<file path="src/rtl/ringbuf_stream.sv">
`default_nettype none
// +-------------------------------------------------------------------------+
// | ringbuf_stream: parametrised circular FIFO with valid/ready on each side |
// | Revision: 1.0                                                             |
// +-------------------------------------------------------------------------+
module ringbuf_stream #(
  parameter int DATA_WIDTH = 8,
  parameter int ADDR_WIDTH = 2,
  parameter int AF_LEVEL   = 3
) (
  input  logic                  clock,
  input  logic                  reset,
  input  logic                  flush,
  input  logic [DATA_WIDTH-1:0] in_data,
  input  logic                  in_valid,
  output logic                  in_ready,
  output logic [DATA_WIDTH-1:0] out_data,
  output logic                  out_valid,
  input  logic                  out_ready,
  output logic                  outstrobe,
  output logic [ADDR_WIDTH:0]   level,
  output logic                  almost_full,
  output logic                  overflow
);

  localparam int                DEPTH   = 2 ** ADDR_WIDTH;
  localparam logic [ADDR_WIDTH:0] C_DEPTH = (ADDR_WIDTH + 1)'(DEPTH);
  localparam logic [ADDR_WIDTH:0] C_AF    = (ADDR_WIDTH + 1)'(AF_LEVEL);

  logic [DATA_WIDTH-1:0] mem_q [DEPTH];
  logic [ADDR_WIDTH-1:0] wr_ptr_q, wr_ptr_d;
  logic [ADDR_WIDTH-1:0] rd_ptr_q, rd_ptr_d;
  logic [ADDR_WIDTH:0]   level_q, level_d;
  logic                  outstrobe_q, outstrobe_d;
  logic                  overflow_q, overflow_d;
  logic                  push, pop;

  // Handshake outputs depend on registered occupancy only, never on in_valid/out_ready.
  assign in_ready    = (level_q != C_DEPTH);
  assign out_valid   = (level_q != '0);
  assign out_data    = mem_q[rd_ptr_q];
  assign level       = level_q;
  assign almost_full = (level_q >= C_AF);
  assign overflow    = overflow_q;
  assign outstrobe   = outstrobe_q;

  assign push = in_valid & in_ready;
  assign pop  = out_valid & out_ready;

  always_comb begin
    wr_ptr_d    = wr_ptr_q;
    rd_ptr_d    = rd_ptr_q;
    level_d     = level_q;
    outstrobe_d = 1'b0;
    overflow_d  = overflow_q;
    if (flush) begin
      wr_ptr_d   = '0;
      rd_ptr_d   = '0;
      level_d    = '0;
      overflow_d = 1'b0;
    end else begin
      if (push) wr_ptr_d = wr_ptr_q + ADDR_WIDTH'(1);
      if (pop) begin
        rd_ptr_d    = rd_ptr_q + ADDR_WIDTH'(1);
        outstrobe_d = 1'b1;
      end
      if (in_valid && !in_ready) overflow_d = 1'b1;
      if (push && !pop) begin
        level_d = level_q + (ADDR_WIDTH + 1)'(1);
      end else if (pop && !push) begin
        level_d = level_q - (ADDR_WIDTH + 1)'(1);
      end
    end
  end

  always_ff @(posedge clock or posedge reset) begin
    if (reset) begin
      wr_ptr_q    <= '0;
      rd_ptr_q    <= '0;
      level_q     <= '0;
      outstrobe_q <= 1'b0;
      overflow_q  <= 1'b0;
    end else begin
      wr_ptr_q    <= wr_ptr_d;
      rd_ptr_q    <= rd_ptr_d;
      level_q     <= level_d;
      outstrobe_q <= outstrobe_d;
      overflow_q  <= overflow_d;
    end
  end

  // Storage is deliberately left unreset; contents are meaningless while empty.
  always_ff @(posedge clock) begin
    if (push && !flush) mem_q[wr_ptr_q] <= in_data;
  end

endmodule
`default_nettype wire

</file>
<file path="config.mk">
export PLATFORM = sky130hd
export DESIGN_NAME = ringbuf_stream
export DESIGN_NICKNAME = d
export VERILOG_FILES = /design/src/rtl/ringbuf_stream.sv
export SDC_FILE = /design/constraint.sdc
export NUM_CORES = 1
export LEC_CHECK = 0
export ABC_AREA = 1
export CORE_ASPECT_RATIO = 0.75
export CORE_MARGIN = 1
export CORE_UTILIZATION = 52
export DETAILED_ROUTE_END_ITERATION = 16
export GPL_ROUTABILITY_DRIVEN = 0
export HOLD_SLACK_MARGIN = 0.08
export PLACE_DENSITY = 0.87
export SLEW_MARGIN = 0
export SYNTH_ARGS = -nofsm -noshare
export SYNTH_HDL_FRONTEND = slang
export SYNTH_SLANG_ARGS = --single-unit
</file>
<file path="constraint.sdc">
create_clock -name clock -period 2.15 [get_ports clock]
set_input_delay 0.5375 -clock clock [delete_from_list [all_inputs] [get_ports clock]]
set_output_delay 0.5375 -clock clock [all_outputs]
set_load 0.1 [all_outputs]
</file>
==> metrics.md, run 1 <==
| Metric | Value |
|---|---|
| Outcome | complete, no violations |
| Slew at the pin closest to its max-slew limit | 0.400 ns |
| Starting Density | 56.9% |
| Die Area | 3590 um2 |
| Post-DP HPWL | 2900 um |
| CTS tree | done |
| Root buf cell | clkbuf_8 |
| Fin worst setup slack | 0.0361 ns |
| CTS clk-pin slew, worst paths | 0.07 ns |
| Slew Limit Fails | 0 |
| Max cap viols | 0 |
| Filler cell count | 136 |
| DRC | 0 |
| Synth area leader | edfxtp_1 |
| Main synth FF type | edfxtp_1 |
| DRT iter0 DRCs | 78 |
| H-tree depth | 2 |
| Antenna Diode Count | 0 |
| First-pass GRT wire length | 6930 um |
| Post-synth EDFFs | 32 |
| DRT antenna net count | 0 |
| GRT overflow | 0 |
| Total CTS buffers | 5 |
| Synthesized Nets | 167 |
| Sequential-to-total area share from yosys stat | 68.0% |
| Row count | 17 |
| Final Hold Viols | 0 |
| Worst skew pair latency | 0.30 ns |
| FF+latch count, synth | 41 |
| Crit path arrival time | 1.58 ns |
| Clock skew after layout | 0.00851 ns |
| Part of the cycle the worst path needs | 98.3% |
| Routed wire per std cell | 19.7 um |
| Average cell area after synthesis | 11.7 um2 |
| Top Ports | 29 |
| Die X | 68.9 um |
| Critical path class | flip-flop to output pin |
| Area delta synth->final | 49.3% |
| Share of the synthesized area in the top cell type | 55.1% |
| DRT Pass-1 Iters | 4 |
| Port bufs | 28 |
| Die Ht | 52.2 um |
| Worst slack, placed | -0.100 ns |
| Synth Cell Area | 1740 um2 |
| Setup violators final | 0 |
| Count leader, synth | edfxtp_1 |
| Pin count of the biggest net entering global routing | 18 |
| Initial antenna violation count | 0 |
| Final min period | 2.11 ns |
| Min-delay worst type | flip-flop to flip-flop |
| Clock Sinks | 41 |
| Detailed Route WL | 4540 um |
| Crit start category | flip-flop |
| Fmax | 0.473 GHz |
| Top cells by area, synth | edfxtp_1 (55%), dfrtp_1 (13%), o21ai_0 (5.7%) |
| Mapped Cells | 149 |
| Number of global-route vias before repair | 1388 |
| Nets@finish | 210 |
| CTS max path bufs | 2 |
| Global Route Usage Sum | 30.2% |
| Cts hold-fix bufs | 0 |
| Library cells used by synthesis | 20 |
| Worst slew margin | 73.3% |
| Critical path peak fanout | 17 |
| Commonest cells post-synth | edfxtp_1 (32), nor2_1 (23), o21ai_0 (20) |
| Via-per-instance ratio | 5.65 |
| Req. time, crit path | 1.61 ns |
| Layout cell share with drive strength beyond 1 | 33.7% |
| Core Area | 3060 um2 |
| Critical path capture point type | output pin |
| Async set-reset flop share out of synthesis | 22.0% |
| YS warnings | 0 |
| Routed vias | 1304 |
## through the flow
step	TNS (ns)	util, %	hold slack (ns)	std cells	instance area [um2]
floorplan	0	-	0.365	149	1910
global placement	0	80.1	0.482	222	2450
detailed placement	-0.100	80.1	0.487	222	2450
CTS	-0.0666	83.9	0.507	230	2570
global route	-0.00507	85.0	0.535	231	2600
finish	0	85.0	0.503	231	2600
## worst paths after layout
path | start | to | slack, ns | depth (start not counted)
hold reg to reg | overflow | overflow | 0.50 | 1
setup / recovery | rd_ptr_q[0] | out_data[5] | 0.04 | 4
setup reg to reg | level[1] | level[2] | 0.20 | 13
hold / removal | overflow | overflow | 0.50 | 1
min in group asynchronous | reset | wr_ptr_q[1] | 0.52 | 2
max in group asynchronous | reset | level[0] | 1.31 | 2
## critical path: stages, from the launching register on
cell	delay, ns
dfrtp_1	0.42
buf_4	0.22
o21ai_0	0.35
o22ai_4	0.12
buf_12	0.18
## what timing repair did
action                     CTS  global route
setup buffers                0             1
resized for setup           10             6
setup endpoints to repair    8             9
## state kept, by name (all words and copies together), names as in the netlist
| signal | cells |
|---|---|
| outstrobe | 1 |
| mem_q | 32 |
| wr_ptr_q | 2 |
| level | 3 |
| overflow | 1 |
| rd_ptr_q | 2 |
## routing by layer
metal | up-vias | track usage [%] | part of all wire [%]
met5 | - | 0 | 0
met4 | 0 | 23.5 | 4.6
met3 | 20 | 8.11 | 8.3
met2 | 73 | 46.8 | 50
met1 | 613 | 35.5 | 37
li1 | 598 | - | -
## cell families (layout without fill, tap and decap cells)
group	count (synthesis)	count (layout)	share of synthesized area, %
compound gates	32	32	9.90
xor+xnor	1	1	0.502
fa+ha+maj	5	5	4.02
buf+inv	21	65	4.73
flops	41	41	68.0
simple gates	49	49	12.8
## cells in the final DEF, fill, tap and decap left out, drive strengths merged, types with 4 or more instances in the layout
master         netlist  final
dfrtp                9      9
buf                  3     27
nor2                25     25
o21ai               20     20
nand2               20     20
clkbuf               0      6
edfxtp              32     32
ha                   4      4
inv                 18     17
o22ai                8      8
clkdlybuf4s50        0     12
## layout make-up
class                           instances  area (um2)  share of cell area, %
Clock inverter                          2        35.0                   1.35
Clock buffer                            6        72.6                   2.79
Timing Repair Buffer                   39         536                   20.6
Sequential cell                        41        1200                   46.0
Tap cell                               38        47.5                   1.83
Inverter                               18        71.3                   2.74
Multi-Input combinational cell         87         644                   24.7
Power of run 1 is not shown: default switching activity piles up to over one toggle a cycle in this logic, so the estimate is an artifact.
==> run 2: changes to the inputs <==
CORE_MARGIN = not set   (was 1)
CORE_UTILIZATION = 54   (was 52)
CTS_BUF_LIST = sky130_fd_sc_hd__clkbuf_4 sky130_fd_sc_hd__clkbuf_8   (was not set)
PLACE_DENSITY = 0.9   (was 0.87)
==> metrics.md, run 2 (synthesis results as in run 1) <==
| Metric | Value |
|---|---|
| Total CTS buffers | 5 |
| Routed wire per std cell | 19.2 um |
| Most frequent cells in the layout | edfxtp_1 (32), nor2_1 (18), buf_4 (16) |
| Fin worst setup slack | 0.0188 ns |
| CTS max path bufs | 2 |
| Final Hold Viols | 0 |
| Final min period | 2.13 ns |
| Critical path class | flip-flop to output pin |
| Critical path peak fanout | 17 |
| Fmax | 0.469 GHz |
| Port bufs | 28 |
| Initial antenna violation count | 0 |
| Top Ports | 29 |
| Outcome | complete, no violations |
| Root buf cell | clkbuf_8 |
| Starting Density | 58.2% |
| Clock Sinks | 41 |
| Part of the cycle the worst path needs | 99.1% |
| Leading cell type in the layout, fill and taps excluded | edfxtp_1 |
| Via-per-instance ratio | 5.73 |
| Number of global-route vias before repair | 1369 |
| Row count | 17 |
| Cts hold-fix bufs | 0 |
| Min-delay worst type | flip-flop to flip-flop |
| Global Route Usage Sum | 30.6% |
| Slew at the pin closest to its max-slew limit | 0.391 ns |
| DRT iter0 DRCs | 98 |
| Area delta synth->final | 48.1% |
| Max reg flops | 32 |
| DRC | 0 |
| Req. time, crit path | 1.61 ns |
| Worst slew margin | 73.7% |
| Slew Limit Fails | 0 |
| Biggest register | mem_q |
| Die X | 67.6 um |
| Max cap viols | 0 |
| Worst skew pair latency | 0.29 ns |
| Detailed Route WL | 4490 um |
| Critical path capture point type | output pin |
| Core Area | 3000 um2 |
| CTS clk-pin slew, worst paths | 0.07 ns |
| Crit start category | flip-flop |
| Crit path arrival time | 1.59 ns |
| Setup violators final | 0 |
| Worst slack, placed | -0.123 ns |
| Nets@finish | 213 |
| Pin count of the biggest net entering global routing | 18 |
| Antenna Diode Count | 0 |
| Post-DP HPWL | 3100 um |
| DRT Pass-1 Iters | 5 |
| Die Ht | 51.2 um |
| Crit path cell chain | buf_4 > o21ai_0 > o22ai_4 > buf_12 |
| CTS tree | done |
| Clock skew after layout | 0.00825 ns |
| Routed vias | 1341 |
| GRT overflow | 0 |
| Worst path slowest cell | dfrtp_1 |
| First-pass GRT wire length | 7020 um |
| H-tree depth | 2 |
| DRT antenna net count | 0 |
| Layout cell share with drive strength beyond 1 | 34.7% |
| Die Area | 3460 um2 |
| Max stage delay on crit path | 0.42 ns |
run 2: path summary, 6_finish.rpt:
check                       startpoint           to  slack, ns  depth (start not counted)
setup reg to reg              level[1]     level[2]       0.18                         13
hold reg to reg               overflow     overflow       0.50                          1
max in group asynchronous        reset     level[2]       1.34                          2
setup / recovery           rd_ptr_q[0]  out_data[4]       0.02                          4
hold / removal                overflow     overflow       0.50                          1
min in group asynchronous        reset  rd_ptr_q[0]       0.51                          2
run 2: area by class of cell:
cell class                      count  area (um2)
Inverter                           18        71.3
Tap cell                           38        47.5
Sequential cell                    41        1200
Clock inverter                      2        35.0
Fill cell                         129         415
Timing Repair Buffer               42         520
Multi-Input combinational cell     87         636
Clock buffer                        6        76.3
run 2: through the flow:
| stage | instance area, um2 | cells | hold WS (ns) | setup TNS [ns] | util [%] |
|---|---|---|---|---|---|
| final | 2580 | 234 | 0.503 | 0 | 86.1 |
| after global routing | 2580 | 234 | 0.520 | -0.0267 | 86.1 |
| after detailed placement | 2440 | 225 | 0.490 | -0.185 | 81.3 |
| after floorplan | 1910 | 149 | 0.365 | 0 | - |
| after global placement | 2440 | 225 | 0.482 | 0 | 81.3 |
| after CTS | 2550 | 233 | 0.507 | -0.366 | 85.1 |
run 2: timing repair:
item,4_1_cts,5_1_grt
gates cloned,0,0
setup buffers,0,1
endpoints found under the setup margin,8,9
resized for setup,5,11
endpoints found under the hold margin,0,0
run 2: routing by layer:
metal	track usage (%)	part of all wire [%]
met1	37.3	38
met2	50.3	52
met4	17.0	2.7
met3	6.70	7.4
met5	0	0
run 2: worst max-delay path: cells and delay by family (launching register included):
family / cells / cell delay [ns]
AOI/OAI and AO/OA: 2 / 0.48
buffers and inverters: 2 / 0.40
DFF: 1 / 0.42
Power of run 2 is left out for the same reason.
